==> config.mk <==
export PLATFORM = sky130hd
export DESIGN_NAME = ram_loader
export DESIGN_NICKNAME = d
export VERILOG_FILES = /design/src/rtl/ram_loader_pkg.sv /design/src/rtl/ram_loader.sv
export SDC_FILE = /design/constraint.sdc
export NUM_CORES = 1
export LEC_CHECK = 0
export BUFFER_PORTS_ARGS = -buffer_cell sky130_fd_sc_hd__buf_4
export CAP_MARGIN = 40
export CORE_MARGIN = 5
export CORE_UTILIZATION = 50
export DETAILED_ROUTE_END_ITERATION = 7
export PLACE_DENSITY = 0.83
export SYNTH_ARGS = -nofsm -noshare
export SYNTH_HDL_FRONTEND = slang
export SYNTH_SLANG_ARGS = --single-unit
==> constraint.sdc <==
create_clock -name clk_i -period 4.2 [get_ports clk_i]
set_clock_uncertainty 0.05 [all_clocks]
set_input_delay 0.42 -clock clk_i [delete_from_list [all_inputs] [get_ports clk_i]]
set_output_delay 0.42 -clock clk_i [all_outputs]
set_load 0.005 [all_outputs]
==> src/rtl/ram_loader_pkg.sv <==
// rtl/ram_loader_pkg.sv - shared state encoding and size defaults for the RAM loader
package ram_loader_pkg;

    localparam int ADDR_W_DEFAULT = 14;
    localparam int DATA_W_DEFAULT = 16;
    localparam int BYTE_W         = 8;

    typedef enum logic [2:0] {
        IDLE = 3'd0,
        HI   = 3'd1,
        LO   = 3'd2,
        WR   = 3'd3,
        DONE = 3'd4
    } state_e;

endpackage

==> src/rtl/ram_loader.sv <==
// rtl/ram_loader.sv - assembles a high-byte-first byte stream into RAM word writes
module ram_loader
    import ram_loader_pkg::*;
#(
    parameter int ADDR_W = ADDR_W_DEFAULT,
    parameter int DATA_W = DATA_W_DEFAULT
) (
    input  logic              clk_i,
    input  logic              reset_i,
    input  logic              start_i,
    input  logic [ADDR_W-1:0] base_address_i,
    input  logic [ADDR_W:0]   length_i,
    input  logic [BYTE_W-1:0] byte_in_i,
    input  logic              byte_valid_i,
    output logic              byte_ready_o,
    output logic [DATA_W-1:0] ram_in_o,
    output logic [ADDR_W-1:0] ram_address_o,
    output logic              ram_load_o,
    output logic              busy_o,
    output logic              done_o
);

    state_e            state_q;
    logic [BYTE_W-1:0] hi_q;
    logic [ADDR_W-1:0] addr_q;
    logic [ADDR_W:0]   count_q;
    logic [ADDR_W:0]   len_q;
    logic [DATA_W-1:0] ram_in_q;
    logic [ADDR_W-1:0] ram_address_q;
    logic              ram_load_q;
    logic              done_q;

    logic              byte_fire;
    logic [DATA_W-1:0] word_d;
    logic [ADDR_W:0]   count_d;
    logic [ADDR_W-1:0] addr_d;

    // Ready comes straight from the registered state so reset drops it at once
    assign byte_ready_o = (state_q == HI) || (state_q == LO);
    assign busy_o       = (state_q != IDLE);
    assign byte_fire    = byte_valid_i && byte_ready_o;

    // Next word, next count and next (wrapping) write address
    always_comb begin
        word_d  = DATA_W'({hi_q, byte_in_i});
        count_d = count_q + (ADDR_W + 1)'(1);
        addr_d  = addr_q + ADDR_W'(1);
    end

    // Load sequencer: capture two bytes, issue one write, repeat until length words
    always_ff @(posedge clk_i or posedge reset_i) begin
        if (reset_i) begin
            state_q       <= IDLE;
            hi_q          <= '0;
            addr_q        <= '0;
            count_q       <= '0;
            len_q         <= '0;
            ram_in_q      <= '0;
            ram_address_q <= '0;
            ram_load_q    <= 1'b0;
            done_q        <= 1'b0;
        end else begin
            case (state_q)
                IDLE: begin
                    if (start_i) begin
                        addr_q  <= base_address_i;
                        len_q   <= length_i;
                        count_q <= '0;
                        if (length_i == '0) begin
                            state_q <= DONE;
                            done_q  <= 1'b1;
                        end else begin
                            state_q <= HI;
                        end
                    end
                end
                HI: begin
                    if (byte_fire) begin
                        hi_q    <= byte_in_i;
                        state_q <= LO;
                    end
                end
                LO: begin
                    if (byte_fire) begin
                        ram_in_q      <= word_d;
                        ram_address_q <= addr_q;
                        ram_load_q    <= 1'b1;
                        state_q       <= WR;
                    end
                end
                WR: begin
                    ram_load_q <= 1'b0;
                    addr_q     <= addr_d;
                    count_q    <= count_d;
                    if (count_d == len_q) begin
                        state_q <= DONE;
                        done_q  <= 1'b1;
                    end else begin
                        state_q <= HI;
                    end
                end
                DONE: begin
                    done_q  <= 1'b0;
                    state_q <= IDLE;
                end
                default: begin
                    ram_load_q <= 1'b0;
                    done_q     <= 1'b0;
                    state_q    <= IDLE;
                end
            endcase
        end
    end

    assign ram_in_o      = ram_in_q;
    assign ram_address_o = ram_address_q;
    assign ram_load_o    = ram_load_q;
    assign done_o        = done_q;

endmodule

==> flow_summary_export.csv <==
group,metric,value,unit
run_status,status,"completed",
critical_path,regToRegEndpoint,"addr_q[3]",
sta,period_share,62.39,%
critical_path,cp_max_fo,25,
global_routing,grt_pass1_wl,16.19,mm
clock_network,numCtsBuffers,9,
sta,period_minus_slack,2620,ps
yosys,avgSynthCellArea,10.28,um^2
global_routing,busiest_layer,"met2",
clock_network,htreeDepth,3,
floorplanning,start_util,51.52,%
run,drv_cap,0,
global_routing,grt_pass1_vias,3384,
layout,layout_common_cells,"87 x dfrtp_1, 78 x buf_4, 64 x nand2_1",
global_routing,grt-ovfl-total,0,
drt,routed_via_density,5.754,
yosys,seq_area_frac_synth,51.18,%
layout,fin_nets,522,
hold_path,hold_start,"length_i[6]",
placement,dp_slack,1661,ps
yosys,synthCells,414,
floorplanning,core,8258,um^2
placement,dp_hpwl,7.082,mm
critical_path,crit_path_max_incr_delay,790,ps
placement,dp_cells,572,
critical_path,startpoint_type,"flop",
sta,setup_slack,1580,ps
layout,syn2layout_area_growth,20.41,%
global_routing,antenna_found_initial,0,
critical_path,end_kind,"flop",
critical_path,critical_path.cell_chain,"nor3_1 > and2_1 > nor2_1 > buf_4 > nor2_1 > o221a_2",
clock_network,postCtsSetupRepairBufs,0,
yosys,synth_cell_types,48,
power_and_ir_drop,ir_worst_vdd,0.3405,mV
yosys,ys_warn_count,0,
critical_path,r2r_slack,1580,ps
yosys,synth_fp_nets,457,
clock_network,ctsResizeCount,0,
placement,place_congestion,0.8516,
global_routing,track_usage,19.72,%
clock_network,cts_buffer_depth,2,
drt,drc,0,
global_routing,grtUsageMet2,31.18,%
global_routing,met3_usage,4.164,%
yosys,synth-main-ff-cell,"dfrtp_1",
power_and_ir_drop,leakage,2.282,nW
sta,clock.fmax,0.3816,GHz
critical_path,cp.required,4460,ps
layout,mostFrequentLayoutCell,"dfrtp_1",
sta,grt_setup_unrepaired,"no",
clock_network,cts_sinks,87,
power_and_ir_drop,power.density,667.2,nW/um^2
clock_network,path_clk_slew,100,ps
yosys,ys_async_sr_fraction,100.0,%
layout,final_cell_count_no_fill,589,
global_routing,grtUsageMet1,26.47,%
drt,via_count,3389,
yosys,synth_edf_count,0,
critical_path,crit_family,"simple AND/OR/NAND/NOR gates",
floorplanning,rows,33,
sta,worstMarginPinSlew,926.2,ps
layout,n_antenna_cell,0,
critical_path,cp_num_buf_inv,1,
critical_path,critical-path-slowest-cell,"and2_1",
hold_path,hp-class,"primary input to flop",
hold_path,holdPathEnd,"len_q[6]",
hold_path,holdPathStages,3,
clock_network,hold_buffers,1,
floorplanning,fp.dieArea,10450,um^2
global_routing,grt_max_degree,40,
drt,drt-wirelength-per-cell,16.45,um
critical_path,r2r.worst_path.cells,6,
sta,finalSetupViolCount,0,
floorplanning,die_w,102.2,um
critical_path,worst_path_most_repeated_cell,"nor2_1",
clock_network,tritoncts,"yes",
floorplanning,die_h,102.2,um
drt,ant_nets,0,
clock_network,clock_latency,370,ps
critical_path,timing.critical_path.arrival,2880,ps
clock_network,cts_root_buf,"clkbuf_8",
critical_path,critPathKind,"flop to flop",
sta,slew_viol_final,0,
yosys,syn_area,4254,um^2
sta,hold_viol,0,
drt,drtPass1Iterations,4,
drt,finalWirelength,9.687,mm
placement,port_buffers,74,
layout,layout-drive-gt1-share,30.79,%
sta,relSlewSlack,38.25,%
floorplanning,num_io_pins,75,
drt,first_iter_violations,323,
sta,final.setup.tns,0,ps
yosys,ys_ff_latch,87,
critical_path,r2r-start,"state_q[0]",
-- cell families after synthesis --
group           after synthesis  share of synthesized area, %
xor+xnor                     23                         4.735
buf+inv                      34                         3.353
fa+ha+maj                     2                        0.5881
simple gates                152                         17.88
mux                          39                         10.32
compound gates               77                         11.94
flops                        87                         51.18
-- worst max path at each step --
stage | start | to | slack [ps] | cells after the start
3_5_place_dp | state_q[0] | addr_q[3] | 1660 | 6
5_1_grt | state_q[0] | count_q[11] | 1290 | 6
2_1_floorplan | reset_i | addr_q[0] | 1480 | 1
3_3_place_gp | state_q[0] | addr_q[5] | 1760 | 5
4_1_cts | state_q[0] | addr_q[3] | 1630 | 6
6_report | state_q[0] | addr_q[3] | 1580 | 6
-- sequential cells by signal (all words and copies together) (netlist names), 3 cells and up --
name / count
addr_q: 14
count_q: 15
hi_q: 8
len_q: 15
ram_address_o: 14
ram_in_o: 16
state_q: 3
-- per-stage QoR --
| step | util [%] | area (um^2) | power, W | hold WS, ps |
|---|---|---|---|---|
| 4_1_cts | 62.03 | 5122 | 0.003442 | 183.2 |
| 3_3_place_gp | 58.79 | 4855 | 0.002750 | 429.7 |
| 5_1_grt | 62.03 | 5122 | 0.003661 | 181.0 |
| 3_5_place_dp | 59.45 | 4910 | 0.002857 | 369.9 |
| 6_report | 62.03 | 5122 | 0.003418 | 193.1 |
| 2_1_floorplan | - | 4254 | 0.002314 | 414.1 |
-- worst reg2reg max path: stages (launching register included) --
cell	delay, ps
dfrtp_1	490
nor3_1	310
and2_1	790
nor2_1	320
buf_4	270
nor2_1	130
o221a_2	200
-- final cells by class --
cell class	instances	area [um^2]
Timing Repair Buffer	81	643.1
Clock inverter	7	78.83
Multi-Input combinational cell	293	1941
Clock buffer	9	123.9
Fill cell	662	3136
Inverter	7	27.53
Sequential cell	87	2177
Tap cell	105	131.4
-- metal layers --
layer  vias to the layer above  routed length [um]  part of all wire, %
li1                       1611                   -                    -
met1                      1655                4277                   44
met2                       107                4666                   48
met3                        16                 550                  5.7
met4                         0                 193                  2.0
met5                         -                   0                    0
-- power breakdown --
group	leakage, nW	internal [W]	total [W]	switching [W]
clock network	0.0950	0.000234	0.000585	0.000351
logic	1.13	0.000717	0.00134	0.000627
registers	1.05	0.00119	0.00149	0.000301
total	2.28	0.00214	0.00342	0.00128
-- synthesized netlist by cell type, drive strengths merged, types with 5 or more instances --
library cell  number  share of area (%)
nand2             64                5.6
a21oi             12                1.4
nor3               7                1.2
and3              10                1.5
nor4               5                1.1
buf               12                1.4
inv                7               0.62
nand4             11                1.8
xnor2             14                2.9
o21ai             32                3.8
clkbuf            15                1.4
dfrtp             87                 51
mux2              39                 10
nand3             17                2.4
nor2              28                2.5
xor2               9                1.9
a311oi             5                1.0
Note: power is estimated with default switching activity, not from simulation.
